### src/rtl/mem_arb_pkg.sv
// Shared types for the memory port arbiter.
//   state_t : arbiter FSM states
//   grant_t : which requester owns the RAM port (GNT_I fetch, GNT_D data)
//   size_t  : data access size (HALF / WORD)
//   MEM_BYTES_DEFAULT : default RAM size in bytes
package mem_arb_pkg;

  typedef enum logic [2:0] {
    IDLE,
    RD,
    RD_CAP,
    WR,
    RMW_RD,
    RMW_CAP,
    DONE
  } state_t;

  typedef enum logic {
    GNT_I = 1'b0,
    GNT_D = 1'b1
  } grant_t;

  typedef enum logic {
    HALF = 1'b0,
    WORD = 1'b1
  } size_t;

  localparam int unsigned MEM_BYTES_DEFAULT = 65536;

endpackage

### src/rtl/load_formatter.sv
// Formats a raw RAM word for the data port.
//   raw       in  32  word as read from RAM
//   size      in  1   WORD passes through; HALF uses raw[15:0]
//   is_signed in  1   halfword sign extension when 1, zero extension when 0
//   data      out 32  formatted load data
module load_formatter
  import mem_arb_pkg::*;
(
  input  logic [31:0] raw,
  input  size_t       size,
  input  logic        is_signed,
  output logic [31:0] data
);

  always_comb begin
    data = raw;
    if (size == HALF) begin
      data = is_signed ? {{16{raw[15]}}, raw[15:0]} : {16'h0000, raw[15:0]};
    end
  end

endmodule

### src/rtl/mem_port_arbiter.sv
// Shares one 32-bit byte-addressed RAM port between the instruction-fetch
// port (I) and the load/store data port (D). Halfword stores are done as
// read-modify-write; halfword load extension is done here, the RAM is
// always asked for full unsigned words.
//   clk, reset                    clock, async active-high reset
//   i_req/i_addr                  fetch request (word read)
//   i_ready/i_rdata/i_err         fetch completion pulse, raw word, address error
//   d_req/d_we/d_word/d_sign      data request, write, word(1)/half(0), signed load
//   d_addr/d_wdata                data address, store data
//   d_ready/d_rdata/d_err         data completion pulse, formatted data, address error
//   ram_read/ram_write            registered RAM strobes (never both high)
//   ram_word/ram_sign             constant 1 / 0
//   ram_address/ram_dataIn        registered RAM address and write data
//   ram_dataOut                   RAM read data, valid the cycle after ram_read
module mem_port_arbiter
  import mem_arb_pkg::*;
#(
  parameter int unsigned ARB_MODE  = 1,
  parameter int unsigned MEM_BYTES = MEM_BYTES_DEFAULT
) (
  input  logic        clk,
  input  logic        reset,
  input  logic        i_req,
  input  logic [31:0] i_addr,
  output logic        i_ready,
  output logic [31:0] i_rdata,
  output logic        i_err,
  input  logic        d_req,
  input  logic        d_we,
  input  logic        d_word,
  input  logic        d_sign,
  input  logic [31:0] d_addr,
  input  logic [31:0] d_wdata,
  output logic        d_ready,
  output logic [31:0] d_rdata,
  output logic        d_err,
  output logic        ram_read,
  output logic        ram_write,
  output logic        ram_word,
  output logic        ram_sign,
  output logic [31:0] ram_address,
  output logic [31:0] ram_dataIn,
  input  logic [31:0] ram_dataOut
);

  state_t      state, state_n;
  grant_t      gnt, gnt_n, last_grant, last_grant_n;
  logic [31:0] addr_q, addr_n;
  size_t       size_q, size_n;
  logic        sign_q, sign_n;
  logic [31:0] wdata_q, wdata_n;

  logic        ram_read_n, ram_write_n;
  logic [31:0] ram_address_n, ram_data_in_n;
  logic        i_ready_n, i_err_n, d_ready_n, d_err_n;
  logic [31:0] i_rdata_n, d_rdata_n;

  // Candidate grant and its request fields, valid whenever someone is eligible.
  logic        i_elig, d_elig;
  grant_t      pick;
  logic [31:0] req_addr, req_wdata;
  logic        req_we, req_sign;
  size_t       req_size;
  logic [31:0] fmt_data;

  assign ram_word = 1'b1;
  assign ram_sign = 1'b0;

  load_formatter u_fmt (
    .raw       (ram_dataOut),
    .size      (size_q),
    .is_signed (sign_q),
    .data      (fmt_data)
  );

  // A port whose completion pulse is showing is not eligible, so a request
  // still held during its ready cycle cannot be accepted twice.
  assign i_elig = i_req & ~i_ready;
  assign d_elig = d_req & ~d_ready;

  always_comb begin
    if (i_elig && d_elig) begin
      if (ARB_MODE != 0) pick = (last_grant == GNT_I) ? GNT_D : GNT_I;
      else               pick = GNT_D;
    end else begin
      pick = d_elig ? GNT_D : GNT_I;
    end
    if (pick == GNT_D) begin
      req_addr  = d_addr;
      req_we    = d_we;
      req_size  = size_t'(d_word);
      req_sign  = d_sign;
      req_wdata = d_wdata;
    end else begin
      req_addr  = i_addr;
      req_we    = 1'b0;
      req_size  = WORD;
      req_sign  = 1'b0;
      req_wdata = '0;
    end
  end

  always_comb begin
    state_n       = state;
    gnt_n         = gnt;
    last_grant_n  = last_grant;
    addr_n        = addr_q;
    size_n        = size_q;
    sign_n        = sign_q;
    wdata_n       = wdata_q;
    ram_read_n    = 1'b0;
    ram_write_n   = 1'b0;
    ram_data_in_n = '0;
    i_ready_n     = 1'b0;
    i_err_n       = 1'b0;
    i_rdata_n     = i_rdata;
    d_ready_n     = 1'b0;
    d_err_n       = 1'b0;
    d_rdata_n     = d_rdata;

    case (state)
      IDLE: begin
        if (i_elig || d_elig) begin
          gnt_n        = pick;
          last_grant_n = pick;
          addr_n       = req_addr;
          size_n       = req_size;
          sign_n       = req_sign;
          wdata_n      = req_wdata;
          if (req_addr > 32'(MEM_BYTES - 4)) begin
            state_n = DONE;
            if (pick == GNT_I) begin
              i_ready_n = 1'b1;
              i_err_n   = 1'b1;
              i_rdata_n = '0;
            end else begin
              d_ready_n = 1'b1;
              d_err_n   = 1'b1;
              d_rdata_n = '0;
            end
          end else if (!req_we) begin
            state_n    = RD;
            ram_read_n = 1'b1;
          end else if (req_size == WORD) begin
            state_n       = WR;
            ram_write_n   = 1'b1;
            ram_data_in_n = req_wdata;
          end else begin
            state_n    = RMW_RD;
            ram_read_n = 1'b1;
          end
        end
      end
      RD:     state_n = RD_CAP;
      RD_CAP: begin
        state_n = DONE;
        if (gnt == GNT_I) begin
          i_ready_n = 1'b1;
          i_rdata_n = ram_dataOut;
        end else begin
          d_ready_n = 1'b1;
          d_rdata_n = fmt_data;
        end
      end
      WR: begin
        state_n   = DONE;
        d_ready_n = 1'b1;
      end
      RMW_RD: state_n = RMW_CAP;
      RMW_CAP: begin
        // The merged word replaces the latched store data and becomes the
        // write buffer for the following WR cycle.
        wdata_n       = {ram_dataOut[31:16], wdata_q[15:0]};
        state_n       = WR;
        ram_write_n   = 1'b1;
        ram_data_in_n = {ram_dataOut[31:16], wdata_q[15:0]};
      end
      DONE:    state_n = IDLE;
      default: state_n = IDLE;
    endcase

    // Address is presented for the whole operation, cleared outside it.
    ram_address_n = (state_n == IDLE || state_n == DONE) ? '0 : addr_n;
  end

  always_ff @(posedge clk or posedge reset) begin
    if (reset) begin
      state       <= IDLE;
      gnt         <= GNT_I;
      last_grant  <= GNT_I;
      addr_q      <= '0;
      size_q      <= HALF;
      sign_q      <= 1'b0;
      wdata_q     <= '0;
      ram_read    <= 1'b0;
      ram_write   <= 1'b0;
      ram_address <= '0;
      ram_dataIn  <= '0;
      i_ready     <= 1'b0;
      i_err       <= 1'b0;
      i_rdata     <= '0;
      d_ready     <= 1'b0;
      d_err       <= 1'b0;
      d_rdata     <= '0;
    end else begin
      state       <= state_n;
      gnt         <= gnt_n;
      last_grant  <= last_grant_n;
      addr_q      <= addr_n;
      size_q      <= size_n;
      sign_q      <= sign_n;
      wdata_q     <= wdata_n;
      ram_read    <= ram_read_n;
      ram_write   <= ram_write_n;
      ram_address <= ram_address_n;
      ram_dataIn  <= ram_data_in_n;
      i_ready     <= i_ready_n;
      i_err       <= i_err_n;
      i_rdata     <= i_rdata_n;
      d_ready     <= d_ready_n;
      d_err       <= d_err_n;
      d_rdata     <= d_rdata_n;
    end
  end

endmodule

### config.mk
export PLATFORM = sky130hd
export DESIGN_NAME = mem_port_arbiter
export DESIGN_NICKNAME = d
export VERILOG_FILES = /design/src/rtl/mem_arb_pkg.sv /design/src/rtl/load_formatter.sv /design/src/rtl/mem_port_arbiter.sv
export SDC_FILE = /design/constraint.sdc
export NUM_CORES = 1
export LEC_CHECK = 0
export BUFFER_PORTS_ARGS = -buffer_cell sky130_fd_sc_hd__buf_2
export CAP_MARGIN = 10
export CORE_MARGIN = 2
export CORE_UTILIZATION = 53
export DETAILED_ROUTE_END_ITERATION = 8
export GPL_TIMING_DRIVEN = 1
export PLACE_DENSITY = 0.85
export SLEW_MARGIN = 5
export SYNTH_ARGS = -nofsm -noshare
export SYNTH_HDL_FRONTEND = slang
export SYNTH_SLANG_ARGS = --single-unit
### constraint.sdc
create_clock -name clk -period 8.3 [get_ports clk]
set_input_delay 0 -clock clk [delete_from_list [all_inputs] [get_ports clk]]
set_output_delay 0 -clock clk [all_outputs]
set_load 0.005 [all_outputs]
==> flow_summary.yaml <==
detailed_routing:
  finalWirelength_microns: 25600
  dr_total_vias: 7186
  drt-wirelength-per-cell_microns: 20.3
  viasPerCell: 5.72
  detailedRoute.firstIterationViolations: 708
  post-route-drc-count: 0
  firstDrtPassIters: 5
  drt.antenna.violating_nets: 0
cts:
  cts-root-to-sink-buffers: 2
  clock_tree.htree_level_count: 4
  numCtsBuffers: 17
  cts_tree: "built"
  worst_skew_pair.late_latency_ns: 0.42
  cts_hold_buf: 149
  cts_sinks: 188
  count_of_instances_resized_after_the_clock_tree_is_built: 0
  post-cts-setup-buffers: 0
  clock-root-buffer: "sky130_fd_sc_hd__clkbuf_16"
  clkTransAtPathRegs_ns: 0.07
timing:
  final_worst_path_cycle_share: 0.369
  fin_skew_ns: 0.0100
  final_hold_viol_count: 0
  setup_repair_after_global_routing_missed_its_margin: "no"
  tightest_slew_ns: 1.18
  finalWorstSetupSlack_ns: 5.24
  max_freq_mhz: 327
  fin_hold_ws_ns: 0.0438
  max_slew_margin: 0.210
  report.final.setup_viol: 0
  layout_min_cycle_time_ns: 3.06
  final_max_slew_viol_count: 0
  final.setup.tns_ns: 0
final_layout:
  final_cells: 1257
  final_common_cell: "sky130_fd_sc_hd__buf_2"
  postLayoutCellArea_sq_um: 11000
  final_cell_mix: "268 x sky130_fd_sc_hd__buf_2, 188 x sky130_fd_sc_hd__dfrtp_1, 149 x sky130_fd_sc_hd__dlygate4sd3_1"
  nets: 1200
  final_layout_size_suffix_gt1_frac: 0.331
  postLayoutCoreUtil: 0.790
  area_growth_syn_to_layout_pct: 45.4
worst_setup_path:
  cp_cell_sequence: "nand2b_1, a21o_2, nor2_4, and3_1, buf_4, a22o_2, dlygate4sd3_1"
  critPathMaxFanout: 40
  path_class: "reg -> reg"
  cp_data_arrival_time_ns: 3.41
  cpMaxStageDelayCell: "sky130_fd_sc_hd__dlygate4sd3_1"
  required_ns: 8.65
  critical-path-max-stage-delay_ns: 0.59
  startpoint_type: "register"
  timing.critical_path.to_type: "register"
place:
  place.detailed.hpwl_microns: 13800
  placed_cells: 1077
  place_worst_setup_slack_ns: 5.86
  place.gp.congestion: 0.821
  place_area_sq_um: 8910
  buffer_ports.inserted: 268
logic_synthesis:
  post_synth_main_area_contributors: "sky130_fd_sc_hd__dfrtp_1 62%, sky130_fd_sc_hd__nand2_1 6.7%, sky130_fd_sc_hd__a22o_1 4.1%"
  ys_seq_elements: 188
  mean_instance_size_in_the_synthesized_netlist_sq_um: 11.3
  synth.net_count: 803
  sequential_element_share_of_the_synthesized_area: 0.624
  syn-cell-area_sq_um: 7540
  synth_area_leader_cell: "sky130_fd_sc_hd__dfrtp_1"
  total_of_warnings_raised_by_yosys: 0
  synth_enable_flop_cells: 0
  synthDominantCellAreaShare: 0.624
  synthArstFlopShare: 1.00
  netlist_instances: 668
  synth-main-ff-cell: "sky130_fd_sc_hd__dfrtp_1"
  yosysUniqueCellTypes: 49
grt:
  grt_pass1_vias: 7457
  grt_overflow: 0
  groute.usage.overall: 0.342
  grt_pass1_wl_microns: 39000
  antenna_found_initial: 0
  grt_max_degree: 116
floorplanning:
  initial_core_util: 0.543
  die_h_microns: 123
  core.rowCount: 43
  die_w_microns: 123
  io-pin-count: 271
  core_area_sq_um: 13900
  die-area_sq_um: 15200
power:
  fin_total_pwr_mw: 3.59
  cellLeakagePower_nw: 5.54
  peakVddDrop_mv: 0.242
  power.density_cell_area_nw_per_um2: 328
hold_path:
  min-delay-path-class: "in -> reg"
outcome:
  outcome: "completed"
flow_run:
  max_cap_violations: 0
[registers in the layout, summed over array words and instances (netlist names)]
name / flops
sign_q: 1
i_err: 1
wdata_q: 16
ram_address: 32
ram_dataIn: 32
ram_read: 1
d_ready: 1
state: 3
last_grant: 1
i_ready: 1
size_q: 1
addr_q: 32
d_rdata: 32
d_err: 1
ram_write: 1
i_rdata: 32
[cell usage after synthesis, types with 3 or more instances]
master / instances
sky130_fd_sc_hd__clkbuf_1: 14
sky130_fd_sc_hd__o21ai_0: 24
sky130_fd_sc_hd__nor4_2: 3
sky130_fd_sc_hd__o211ai_1: 3
sky130_fd_sc_hd__nor2b_1: 49
sky130_fd_sc_hd__o21ai_1: 12
sky130_fd_sc_hd__buf_2: 19
sky130_fd_sc_hd__a22o_2: 30
sky130_fd_sc_hd__a31oi_1: 32
sky130_fd_sc_hd__nor4_1: 8
sky130_fd_sc_hd__buf_4: 8
sky130_fd_sc_hd__a22o_1: 35
sky130_fd_sc_hd__a21o_1: 3
sky130_fd_sc_hd__nor3_1: 3
sky130_fd_sc_hd__buf_8: 3
sky130_fd_sc_hd__dfrtp_1: 188
sky130_fd_sc_hd__nand4_1: 7
sky130_fd_sc_hd__nor2_1: 37
sky130_fd_sc_hd__nand2_1: 135
sky130_fd_sc_hd__o2bb2ai_1: 16
[layout make-up]
class / instances / area [sq um]
tap: 180 / 225
fill: 786 / 2920
clock inverter: 9 / 88.8
antenna: 1 / 2.50
inverter: 3 / 18.8
multi-input combinational: 428 / 2540
clock buffer: 21 / 470
timing repair buffer: 427 / 2910
sequential: 188 / 4700
[worst max-delay path, delay by kind of cell (launching register included)]
family / cells / cell delay [ns]
buffers and inverters: 2 / 0.93
and+or+nand+nor: 3 / 0.97
DFF: 1 / 0.38
AOI/OAI and AO/OA: 2 / 0.69
[power by group]
group          internal, mW  switching (mW)  total [mW]
sequential             1.25           0.189        1.44
clock                 0.436           0.344       0.780
combinational         0.667           0.709        1.38
[per-layer routing]
layer / up-vias / wire length (microns) / GRT usage
met4: 0 / 1340 / 0.197
met1: 3433 / 9170 / 0.397
met5: - / 0 / 0
li1: 3106 / - / -
met3: 124 / 2460 / 0.109
met2: 523 / 12600 / 0.558
[worst paths after layout]
| kind | startpoint | to | slack [ns] | depth (start not counted) |
|---|---|---|---|---|
| setup / recovery | d_ready | ram_dataIn[25] | 5.24 | 7 |
| hold / removal | i_addr[24] | ram_address[24] | 0.04 | 4 |
| setup reg to reg | d_ready | ram_dataIn[25] | 5.24 | 7 |
| hold reg to reg | d_rdata[31] | d_rdata[31] | 0.49 | 1 |
| max in group asynchronous | reset | i_rdata[30] | 6.59 | 4 |
| min in group asynchronous | reset | addr_q[2] | 0.30 | 3 |
[kinds of logic (layout without fill, tap and decap cells)]
group,Yosys count,in the layout,share of synthesized area
compound gates,168,168,0.171
buf+inv,52,460,0.0400
flops,188,188,0.624
other cells,2,3,0.000996
simple gates,258,258,0.164
(Power assumes the default switching activity.)
